===== config.mk =====
export PLATFORM = sky130hd
export DESIGN_NAME = cdb_arbiter
export DESIGN_NICKNAME = d
export VERILOG_FILES = /design/src/rtl/cdb_arbiter.sv
export SDC_FILE = /design/constraint.sdc
export NUM_CORES = 1
export LEC_CHECK = 0
export ABC_AREA = 1
export CORE_UTILIZATION = 45
export CTS_CLUSTER_SIZE = 20
export DETAILED_ROUTE_END_ITERATION = 8
export PLACE_DENSITY_LB_ADDON = 0.2
export SLEW_MARGIN = 20
export SYNTH_ARGS = -nofsm -noshare
export SYNTH_HDL_FRONTEND = slang
export SYNTH_HIERARCHICAL = 1
export SYNTH_SLANG_ARGS = --single-unit

===== constraint.sdc =====
create_clock -name clk_in -period 6.6 [get_ports clk_in]
set_clock_uncertainty 0.15 [all_clocks]
set_input_delay 0.66 -clock clk_in [delete_from_list [all_inputs] [get_ports clk_in]]
set_output_delay 0.66 -clock clk_in [all_outputs]
set_load 0.02 [all_outputs]

===== src/rtl/cdb_arbiter.sv =====
// Common data bus arbiter: per-producer result queues feeding a round-robin,
// registered CDB broadcast with ROB-flush support.

module cdb_req_queue #(
    parameter int DEPTH = 2,
    parameter int ROB_W = 5,
    parameter int CW    = $clog2(DEPTH) + 1,
    parameter int PW    = $clog2(DEPTH)
) (
    input  logic             clk_in,
    input  logic             rst_in,
    input  logic             flush,
    input  logic             push,
    input  logic             pop,
    input  logic [ROB_W-1:0] push_id,
    input  logic [31:0]      push_value,
    output logic [CW-1:0]    count,
    output logic [ROB_W-1:0] head_id,
    output logic [31:0]      head_value
);
    logic [DEPTH-1:0][ROB_W-1:0] mem_id;
    logic [DEPTH-1:0][31:0]      mem_value;
    logic [PW-1:0]               rd_ptr, wr_ptr;

    // Pointers wrap naturally because DEPTH is a power of two.
    always_ff @(posedge clk_in or negedge rst_in) begin
        if (!rst_in) begin
            count  <= '0;
            rd_ptr <= '0;
            wr_ptr <= '0;
        end else if (flush) begin
            count  <= '0;
            rd_ptr <= '0;
            wr_ptr <= '0;
        end else begin
            if (push) wr_ptr <= wr_ptr + 1'b1;
            if (pop)  rd_ptr <= rd_ptr + 1'b1;
            count <= count + CW'(push) - CW'(pop);
        end
    end

    always_ff @(posedge clk_in) begin
        if (push && !flush) begin
            mem_id[wr_ptr]    <= push_id;
            mem_value[wr_ptr] <= push_value;
        end
    end

    assign head_id    = mem_id[rd_ptr];
    assign head_value = mem_value[rd_ptr];
endmodule

module cdb_arbiter #(
    parameter int NUM_REQ = 3,
    parameter int DEPTH   = 2,
    parameter int ROB_W   = 5
) (
    input  logic                     clk_in,
    input  logic                     rst_in,
    input  logic                     flush_in,
    input  logic [NUM_REQ-1:0]       in_valid,
    output logic [NUM_REQ-1:0]       in_ready,
    input  logic [NUM_REQ*ROB_W-1:0] in_rob_id,
    input  logic [NUM_REQ*32-1:0]    in_value,
    output logic [ROB_W-1:0]         cdb_rob_id,
    output logic [31:0]              cdb_value,
    output logic [1:0]               cdb_src,
    output logic [NUM_REQ-1:0]       pending
);
    localparam int CW = $clog2(DEPTH) + 1;
    localparam int PW = $clog2(DEPTH);
    localparam int RW = (NUM_REQ > 1) ? $clog2(NUM_REQ) : 1;

    logic [NUM_REQ-1:0][CW-1:0]    count;
    logic [NUM_REQ-1:0][ROB_W-1:0] head_id, live_id, cand_id;
    logic [NUM_REQ-1:0][31:0]      head_value, live_value, cand_value;
    logic [NUM_REQ-1:0]            live, cand, push, pop;
    logic [RW-1:0]                 rr_ptr, gnt, rr_next;
    logic                          gnt_vld;

    for (genvar i = 0; i < NUM_REQ; i++) begin : g_lane
        assign live_id[i]    = in_rob_id[i*ROB_W +: ROB_W];
        assign live_value[i] = in_value[i*32 +: 32];
        assign in_ready[i]   = count[i] != CW'(DEPTH);
        // rob_id 0 transfers are accepted but never become candidates.
        assign live[i]       = in_valid[i] && in_ready[i] && (live_id[i] != '0);
        assign cand[i]       = (count[i] != '0) || live[i];
        assign cand_id[i]    = (count[i] != '0) ? head_id[i]    : live_id[i];
        assign cand_value[i] = (count[i] != '0) ? head_value[i] : live_value[i];
        assign pop[i]        = gnt_vld && (gnt == RW'(i)) && (count[i] != '0);
        assign push[i]       = live[i] && !(gnt_vld && (gnt == RW'(i)) && (count[i] == '0));
        assign pending[i]    = count[i] != '0;

        cdb_req_queue #(.DEPTH(DEPTH), .ROB_W(ROB_W), .CW(CW), .PW(PW)) u_q (
            .clk_in     (clk_in),
            .rst_in     (rst_in),
            .flush      (flush_in),
            .push       (push[i]),
            .pop        (pop[i]),
            .push_id    (live_id[i]),
            .push_value (live_value[i]),
            .count      (count[i]),
            .head_id    (head_id[i]),
            .head_value (head_value[i])
        );
    end

    // Scan from the far end so the candidate nearest rr_ptr wins.
    always_comb begin
        logic [RW:0] idx;
        gnt_vld = 1'b0;
        gnt     = '0;
        idx     = '0;
        for (int k = NUM_REQ - 1; k >= 0; k--) begin
            idx = {1'b0, rr_ptr} + (RW+1)'(k);
            if (idx >= (RW+1)'(NUM_REQ)) idx = idx - (RW+1)'(NUM_REQ);
            if (cand[idx[RW-1:0]]) begin
                gnt_vld = 1'b1;
                gnt     = idx[RW-1:0];
            end
        end
    end

    assign rr_next = (gnt == RW'(NUM_REQ - 1)) ? '0 : gnt + 1'b1;

    always_ff @(posedge clk_in or negedge rst_in) begin
        if (!rst_in) begin
            rr_ptr     <= '0;
            cdb_rob_id <= '0;
            cdb_value  <= '0;
            cdb_src    <= '0;
        end else if (flush_in) begin
            cdb_rob_id <= '0;
        end else if (gnt_vld) begin
            rr_ptr     <= rr_next;
            cdb_rob_id <= cand_id[gnt];
            cdb_value  <= cand_value[gnt];
            cdb_src    <= 2'(gnt);
        end else begin
            cdb_rob_id <= '0;
        end
    end
endmodule


==> metrics.yaml <==
cells_and_area:
  mostFrequentLayoutCells: "edfxtp_1, clkdlybuf4s50_1, nand3_1"
  final_nets: 1262
  final_cell_area_sq_um: 15710
  area_growth_pct: 23.96
  drive_above_1_share_pct: 16.54
  final_common_cell: "edfxtp_1"
global_routing:
  grt_pass1_vias: 8009
  antenna_found_initial: 2
  grt_max_degree: 54
  grtUsageTotal_pct: 21.29
  grt_first_pass_wirelength_mm: 46.13
  grt_overflow: 0
synth:
  synth_nets: 1107
  synth_cell_types: 27
  syn_area_sq_um: 12670
  yosys_warnings: 6
  synthCells: 982
  seq_area_frac_synth_pct: 63.07
  avgSynthCellArea_sq_um: 12.90
  synth-seq-cells: 275
clock_network:
  holdBufCountCts: 0
  ctsLongestPathBuffers: 3
  htree_levels: 1
  clk_latency_ps: 560
  clk_pin_slew_ps: 60
  cts_root_buffer: "clkbuf_16"
  cts_buffers: 30
  cts_tree: "yes"
  cts_sinks: 275
  post_cts_buffers: 0
  cts-resized-gates: 0
sta:
  worst_slack_ps: 2537
  hold_viol_final: 0
  fmaxAchievable_mhz: 246.1
  rsz0062_at_grt: "false"
  fin_crit_sh_pct: 61.55
  relSlewSlack_pct: 33.21
  tightest_slew_ps: 1002
  setup_violations: 0
  fin_crit_ps: 4063
  fin_tns_setup_ps: 0
  slew_viol_final: 0
detailed_routing:
  routed_wl_mm: 30.93
  vias: 8159
  drtIter0Drc: 693
  drtPass1Iterations: 7
  route.detailed.drc: 0
  viasPerCell: 5.298
  drtAntennaViolNets: 0
  wl_per_cell_um: 20.08
floorplanning:
  fp-row-count: 61
  ioPinCount: 162
  coreArea_sq_um: 27710
  start_util_pct: 45.74
  die_h_um: 169.8
  fp.dieArea_sq_um: 28840
  die_w_um: 169.8
worst_setup_path:
  critPathBufInv: 4
  r2r_setup_slack_ps: 2560
  crit_path_frequent_cell: "nand2_1"
  worstSetupPathType: "primary input to flip-flop"
  slowest_stage: "nor2_4"
  crit_path_max_incr_delay_ps: 640
  reg2reg_to: "g_lane[2].u_q/mem_value[55]"
  path_cells: "clkdlybuf4s50_1 -> nor2_1 -> nand3_1 -> nand2_1 -> nand2_1 -> nand3_1 -> buf_4 -> a21boi_4 -> nand2_1 -> o21ai_4 -> o21bai_1 -> inv_1 -> nand2_1 -> nor2_4 -> buf_4"
  path_max_fanout: 38
  crit_arrival_ps: 4150
  reg2reg_from: "rr_ptr[0]"
  r2r_cells: 13
  endpoint_kind: "flip-flop"
  crit_required_ps: 6690
  start_kind: "primary input"
  crit_family: "simple AND/OR/NAND/NOR gates"
placed_design:
  dpl_cell_area_sq_um: 14660
  gp_congestion: 0.9403
  portBuffers: 161
  dp.final_hpwl_mm: 21.35
  dpl_worst_slack_ps: 1889
worst_hold_path:
  hold_class: "primary input to asynchronous set/reset pin"
power:
  p_per_area_nw_per_um2: 506.4
  p_leak_nw: 6.201
  vdd_drop_max_uv: 352.2
  p_total_w: 0.007955
outcome:
  status: "finished clean"
flow_run:
  maxCapViolCount: 0
==> logic make-up after synthesis <==
kind of cell	synth area share, %
adder cells (fa/ha/maj)	0.7899
AND/OR/NAND/NOR	10.98
buffers and inverters	3.624
multiplexers	18.79
AO/OA/AOI/OAI	2.745
flip-flops	63.07
==> registers in the layout, indices dropped and copies added (netlist names) <==
name,cells
cdb_rob_id,5
cdb_src,2
cdb_value,32
g_lane.u_q/count,6
g_lane.u_q/mem_id,30
g_lane.u_q/mem_value,192
g_lane.u_q/rd_ptr,3
g_lane.u_q/wr_ptr,3
rr_ptr,2
==> Yosys cell counts <==
master	instances	share of area [%]
o21ai_2	1	0.069
clkbuf_1	15	0.44
a21boi_0	1	0.059
nor2_1	123	3.6
nand3_2	1	0.079
o21ai_1	4	0.16
a21boi_4	1	0.15
a21oi_1	44	1.7
a21boi_1	2	0.12
inv_2	3	0.089
inv_1	40	1.2
edfxtp_1	222	53
buf_1	8	0.24
buf_2	16	0.63
mux2i_1	104	8.2
nor2_2	1	0.049
buf_4	8	0.47
nand3_1	133	5.3
clkinv_1	1	0.030
o21ai_0	7	0.28
buf_6	6	0.53
dfrtp_1	53	10
mux2_2	87	7.7
mux2_4	24	2.8
nand2_1	66	2.0
ha_1	8	0.79
o21bai_1	3	0.18
==> worst max path at each step <==
stage / start / to / cells after the start
floorplan: in_rob_id[12] / g_lane[2].u_q/mem_id[5] / 14
global placement: in_rob_id[3] / g_lane[0].u_q/mem_value[57] / 14
detailed placement: in_rob_id[12] / g_lane[1].u_q/mem_value[21] / 13
CTS: g_lane[0].u_q/count[1] / g_lane[0].u_q/mem_value[51] / 13
global route: in_rob_id[6] / g_lane[2].u_q/mem_value[55] / 15
finish: in_rob_id[5] / g_lane[2].u_q/mem_value[55] / 15
==> area by class of cell <==
class	instances	area, sq um
timing repair buffer	176	1784
tap	378	473.0
inverter	44	165.2
sequential	275	7996
antenna	1	2.502
clock buffer	33	762.0
fill	2284	12000
clock inverter	23	230.2
multi-input combinational	610	4295
==> stage by stage <==
step / hold WS (ps) / instances / utilization, %
finish: 121.1 / 1540 / 56.70
global route: 178.0 / 1540 / 56.70
CTS: 137.5 / 1537 / 56.48
detailed placement: 304.6 / 1481 / 52.90
global placement: 298.4 / 1479 / 52.76
floorplan: 214.4 / 982 / -
==> worst register-to-register path, cell delays in order (launching register included) <==
cell	delay, ps
dfrtp_1	390
inv_1	80
ha_1	310
inv_1	180
nand3_1	120
buf_4	360
a21boi_4	340
nand2_1	130
o21ai_4	320
o21bai_1	110
inv_1	100
nand2_1	150
nor2_4	640
buf_4	370
==> routing by layer <==
layer	GRT usage (%)	wire, um
met5	0	13
met4	7.286	978
met3	3.581	1861
met2	32.59	13930
met1	30.70	14140
==> where the power goes <==
part	switching (W)	internal, W	leakage, nW	total (W)
sequential	0.000247	0.00231	2.65	0.00255
combinational	0.00227	0.00146	3.07	0.00374
clock	0.000679	0.000988	0.484	0.00167
total	0.00320	0.00476	6.20	0.00796
No activity file was read; power rests on OpenSTA's default activity.
